[src/rtl/ram_rr_arbiter.sv]
// ram_rr_arbiter: two-requester round-robin front end for one single-port synchronous RAM.
//
// Ports
//   clk, rst                     clock and synchronous active-high reset
//   req0/we0/addr0/wdata0        requester 0 command (held stable until gnt0)
//   gnt0, rvalid0                requester 0 accept strobe and read-return strobe
//   req1/we1/addr1/wdata1        requester 1 command (held stable until gnt1)
//   gnt1, rvalid1                requester 1 accept strobe and read-return strobe
//   rdata                        shared read-data return, qualified by rvalid0/rvalid1
//   ram_addr/ram_wen/ram_data_in registered command to the RAM
//   ram_data_out                 RAM read data
//
// Timing: a command granted in cycle N appears on the RAM pins in cycle N+1. A read granted in
// cycle N returns with rvalidX high for exactly cycle N+2.
module ram_rr_arbiter #(
   parameter int BIT_SIZE  = 1024,
   parameter int BIT_DEPTH = 8,
   localparam int ADDR_W   = $clog2(BIT_SIZE / BIT_DEPTH)
) (
   input  logic                 clk,
   input  logic                 rst,
   input  logic                 req0,
   input  logic                 we0,
   input  logic [ADDR_W-1:0]    addr0,
   input  logic [BIT_DEPTH-1:0] wdata0,
   output logic                 gnt0,
   output logic                 rvalid0,
   input  logic                 req1,
   input  logic                 we1,
   input  logic [ADDR_W-1:0]    addr1,
   input  logic [BIT_DEPTH-1:0] wdata1,
   output logic                 gnt1,
   output logic                 rvalid1,
   output logic [BIT_DEPTH-1:0] rdata,
   output logic [ADDR_W-1:0]    ram_addr,
   output logic                 ram_wen,
   output logic [BIT_DEPTH-1:0] ram_data_in,
   input  logic [BIT_DEPTH-1:0] ram_data_out
);

   logic                 prio_q;     // 0: requester 0 wins a tie, 1: requester 1 wins
   logic                 wen_q;
   logic                 rd_pend_q;  // a read was issued to the RAM last edge
   logic                 rd_id_q;    // which requester owns that read
   logic                 xfer;
   logic                 sel_we;
   logic [ADDR_W-1:0]    sel_addr;
   logic [BIT_DEPTH-1:0] sel_wdata;

   // Arbitration and winner mux
   always_comb begin
      gnt0      = 1'b0;
      gnt1      = 1'b0;
      if (!rst) begin
         gnt0 = req0 && (!req1 || !prio_q);
         gnt1 = req1 && (!req0 || prio_q);
      end
      xfer      = gnt0 || gnt1;
      sel_we    = gnt1 ? we1    : we0;
      sel_addr  = gnt1 ? addr1  : addr0;
      sel_wdata = gnt1 ? wdata1 : wdata0;
   end

   always_ff @(posedge clk) begin
      if (rst) begin
         prio_q      <= 1'b0;
         wen_q       <= 1'b0;
         ram_addr    <= '0;
         ram_data_in <= '0;
         rd_pend_q   <= 1'b0;
         rd_id_q     <= 1'b0;
         rvalid0     <= 1'b0;
         rvalid1     <= 1'b0;
         rdata       <= '0;
      end else begin
         if (xfer) begin
            prio_q      <= gnt0;  // loser gets priority next time
            ram_addr    <= sel_addr;
            ram_data_in <= sel_wdata;
         end
         wen_q     <= xfer && sel_we;
         rd_pend_q <= xfer && !sel_we;
         rd_id_q   <= gnt1;
         rvalid0   <= rd_pend_q && !rd_id_q;
         rvalid1   <= rd_pend_q && rd_id_q;
         rdata     <= ram_data_out;
      end
   end

   // Gate the write strobe with reset so a write queued at the reset edge never reaches the RAM.
   assign ram_wen = wen_q && !rst;

endmodule

[config.mk]
export PLATFORM = sky130hd
export DESIGN_NAME = ram_rr_arbiter
export DESIGN_NICKNAME = d
export VERILOG_FILES = /design/src/rtl/ram_rr_arbiter.sv
export SDC_FILE = /design/constraint.sdc
export NUM_CORES = 1
export LEC_CHECK = 0
export BUFFER_PORTS_ARGS = -buffer_cell sky130_fd_sc_hd__buf_2
export CORE_ASPECT_RATIO = 0.6
export CORE_MARGIN = 2
export CORE_UTILIZATION = 35
export DETAILED_ROUTE_END_ITERATION = 7
export MAX_ROUTING_LAYER = met4
export PLACE_DENSITY = 0.72
export SLEW_MARGIN = 20
export SYNTH_ARGS = -nofsm -noshare
export SYNTH_HDL_FRONTEND = slang
export SYNTH_SLANG_ARGS = --single-unit
[constraint.sdc]
create_clock -name clk -period 1.9 [get_ports clk]
set_input_delay 0.38 -clock clk [delete_from_list [all_inputs] [get_ports clk]]
set_output_delay 0.38 -clock clk [all_outputs]
set_load 0.1 [all_outputs]
==> summary.md <==
| Metric | Value |
|---|---|
| Outcome | finished, final reports clean |
| R2r endpoint | ram_data_in[2]$_SDFFE_PP0P_ |
| Tmin final | roughly 1.6 ns |
| Clk_lat worst skew | about 0.27 ns |
| Reg-to-Reg Start | prio_q$_SDFFE_PP0P_ |
| Post-synthesis compound-gate area fraction | 0.275 |
| # nets final | between 200 and 250 |
| Vias in the first global route | 1139 |
| Vias per cell | roughly 5 |
| Post-Syn Instances | 108 |
| WL/cell | roughly 14 um |
| Yosys warns | 0 |
| GRT Total Usage | 0.180 |
| Fin. Hold Viols | 0 |
| RSZ-0062 raised after global routing | no |
| Synth top cells by count | dfxtp_1 (29), inv_1 (16), a2111oi_0 (15) |
| Initial drt markers | about 50 |
| Max Slew Vio Count | 0 |
| CP Launch Point | prio_q$_SDFFE_PP0P_ |
| Area Growth Syn to Fin | 45.4% |
| Final Skew | 0.00132 ns |
| Worst Path Arrival | roughly 1.3 ns |
| Final Power | 1660 uW |
| Full die area | 0.00378 sq mm |
| Cell leakage power | 0.000831 uW |
| Worst Hold Class | in2reg |
| Max-cap violations | 0 |
| Combinational Power Share | 0.294 |
| Post-synth EDFFs | 0 |
| Final design utilization | 0.523 |
| Post-synth net total | ~150 |
| Post-detailed-routing wire length | 3.12 mm |
| Worst-margin pin slew | approximately 1.0 ns |
| # fillers | 310 |
| Post-synth top area share | 0.504 |
| Global route overflow | 0 |
| Setup Crit Path Kind | reg2out |
| FMAX | 0.611 GHz |
| TritonCTS clock tree | built |
| First-pass GRT wire length | 5.06 mm |
| Cell Count, Final, Fillers Out | 225 |
| CTS Buf Count | 5 |
| Routability cong. | 0.713 |
| Worst-path clk slew | 0.06 ns |
| Setup Buffers After CTS | 0 |
| Clock power frac | 0.301 |
| Pin count of the biggest net entering global routing | 20 |
| Clock buffer depth | 2 |
| Xor/xnor share of the synthesized area | 0 |
| Main synth FF type | dfxtp_1 |
| Synth Cell Area | roughly 0.0012 sq mm |
| Largest family of logic cells by synthesized area | compound AO/OA/AOI/OAI gates |
| Post-Synth Simple-Gate Area | 0.126 |
| Root Driver | clkbuf_8 |
| CP endpoint kind | output port |
| Seq/Total Area, Yosys | 0.504 |
| Power per cell area | a little under 1000 mW/mm^2 |
| Dpl hpwl | around 2.3 mm |
| Crit start category | flip-flop |
| Adder-cell share of the synthesized area | 0 |
| Syn avg cell area | 10.7 sq um |
| DR pass1 iterations | 4 |
| Hold_buf cts | 0 |
| Register bit total from synthesis | 29 |
| Rows | 16 |
| Post-route DRC | 0 |
| Cts repair resizes | 0 |
| R2R Setup Slk | about 0.56 ns |
| CP Data Required Time | 1.52 ns |
| Initial antenna violation count | 0 |
| Starting Density | 0.360 |
| PortBufs | 71 |
| Most common cell in the netlist | dfxtp_1 |
| Die Y | 48.4 um |
| Vias | 1129 |
| Final ANT Viol Nets | 0 |
| Share of layout cells above drive strength 1 | 0.500 |
| Die span in x | 78.1 um |
| FF-to-FF path depth | 4 |
| Synth cell types | 23 |
| # diodes | 0 |
| Post-synthesis mux area share | 0 |
| Max FO, Critical Path | 7 |
| Worst VDD drop | about 0.34 mV |
| I/O pin count | 72 |
| Final setup fails | 0 |
| Synth top area cells | dfxtp_1 (50%), a2111oi_0 (11%), a221o_1 (9.6%), inv_1 (5.2%), nor2b_1 (4.9%) |
| Post-synthesis async set-or-reset flop share | 0 |
| Slew margin rel. | 0.320 |
| Psw | 608 uW |
| Setup TNS | 0 ns |
| Cell taking the most area after synthesis | dfxtp_1 |
| Sw Share | 0.367 |
| Internal | 1050 uW |
| Core ar. | roughly 0.0032 sq mm |
| H-tree depth | 2 |
| Crit path to | gnt0 |
| Final period util | 0.861 |
| Clock sink count | 29 |
| Placed Cells | about 220 |
| Seq pwr share | 0.405 |
## worst max-delay path: stages, from the launching register on
cell and delay (ns):
dfxtp_1 0.47, a21oi_1 0.12, and2_2 0.22, buf_12 0.16
## layout make-up
cell class | count | area (sq um) | share of cell area
Timing Repair Buffer | 74 | 423 | 0.252
Sequential cell | 29 | 581 | 0.347
Multi-Input combinational cell | 54 | 469 | 0.280
Tap cell | 45 | 56.3 | 0.0336
Inverter | 16 | 60.1 | 0.0358
Clock buffer | 7 | 86.3 | 0.0515
## cells in the final DEF, fill, tap and decap left out
| cell type | synthesis | routed |
|---|---|---|
| o21a_1 | 1 | 1 |
| o21bai_1 | 1 | 1 |
| o21ai_0 | 1 | 1 |
| buf_4 | 0 | 3 |
| buf_12 | 0 | 3 |
| nor3_2 | 1 | 1 |
| and2_2 | 1 | 1 |
| nor2_4 | 1 | 1 |
| nor2_1 | 1 | 1 |
| inv_1 | 16 | 16 |
| a21oi_1 | 2 | 2 |
| a221o_1 | 11 | 11 |
| a2111oi_0 | 15 | 15 |
| nand2b_2 | 1 | 1 |
| clkbuf_1 | 1 | 1 |
| nor2b_1 | 9 | 8 |
| dfxtp_1 | 29 | 29 |
| a221o_2 | 4 | 4 |
| nor3b_1 | 1 | 1 |
| and3b_1 | 2 | 2 |
| clkbuf_8 | 0 | 6 |
| or3b_1 | 1 | 1 |
| buf_2 | 6 | 68 |
| nor2b_4 | 1 | 2 |
## worst min path at each step
stage                            start                     endpoint  cells after the start
global route                 wdata1[6]  ram_data_in[6]$_SDFFE_PP0P_                      2
CTS                    ram_data_out[5]          rdata[5]$_SDFF_PP0_                      2
finish                 ram_data_out[5]          rdata[5]$_SDFF_PP0_                      2
floorplan           rd_id_q$_SDFF_PP0_           rvalid0$_SDFF_PP0_                      1
global placement    rd_id_q$_SDFF_PP0_           rvalid0$_SDFF_PP0_                      1
detailed placement  rd_id_q$_SDFF_PP0_           rvalid0$_SDFF_PP0_                      1
## routing by layer
| layer | wire length, um | GRT usage | vias to the layer above |
|---|---|---|---|
| li1 | - | - | 547 |
| met1 | 1390 | 0.211 | 519 |
| met2 | 1400 | 0.277 | 54 |
| met3 | 264 | 0.0653 | 9 |
| met4 | 61 | 0.0848 | 0 |
| met5 | 0 | - | - |
## sequential cells by signal (all words and copies together) (netlist names)
name,count
prio_q,1
ram_addr,7
ram_data_in,8
rd_id_q,1
rd_pend_q,1
rdata,8
rvalid0,1
rvalid1,1
wen_q,1
## cell families (layout without fill, tap and decap cells)
logic type | after synthesis | in the layout
AO/OA/AOI/OAI | 35 | 35
flip-flops | 29 | 29
buffers and inverters | 25 | 97
AND/OR/NAND/NOR | 19 | 19
## power by group through the flow
stage | Sequential, uW | Combinational (uW) | Clock, uW
2_1_floorplan | 946 | 112 | 0
3_3_place_gp | 683 | 481 | 0
3_5_place_dp | 685 | 490 | 0
4_1_cts | 673 | 491 | 504
5_1_grt | 677 | 509 | 536
6_report | 672 | 489 | 499
## metrics by stage
step	cell area, sq um	hold WS, ns	worst slack, ns
after floorplan	1160	0.389	0.108
after global placement	1590	0.400	0.256
after detailed placement	1590	0.402	0.129
after CTS	1680	0.313	0.268
after global routing	1680	0.315	0.194
final	1680	0.315	0.264
No activity file was read; power rests on OpenSTA's default activity.
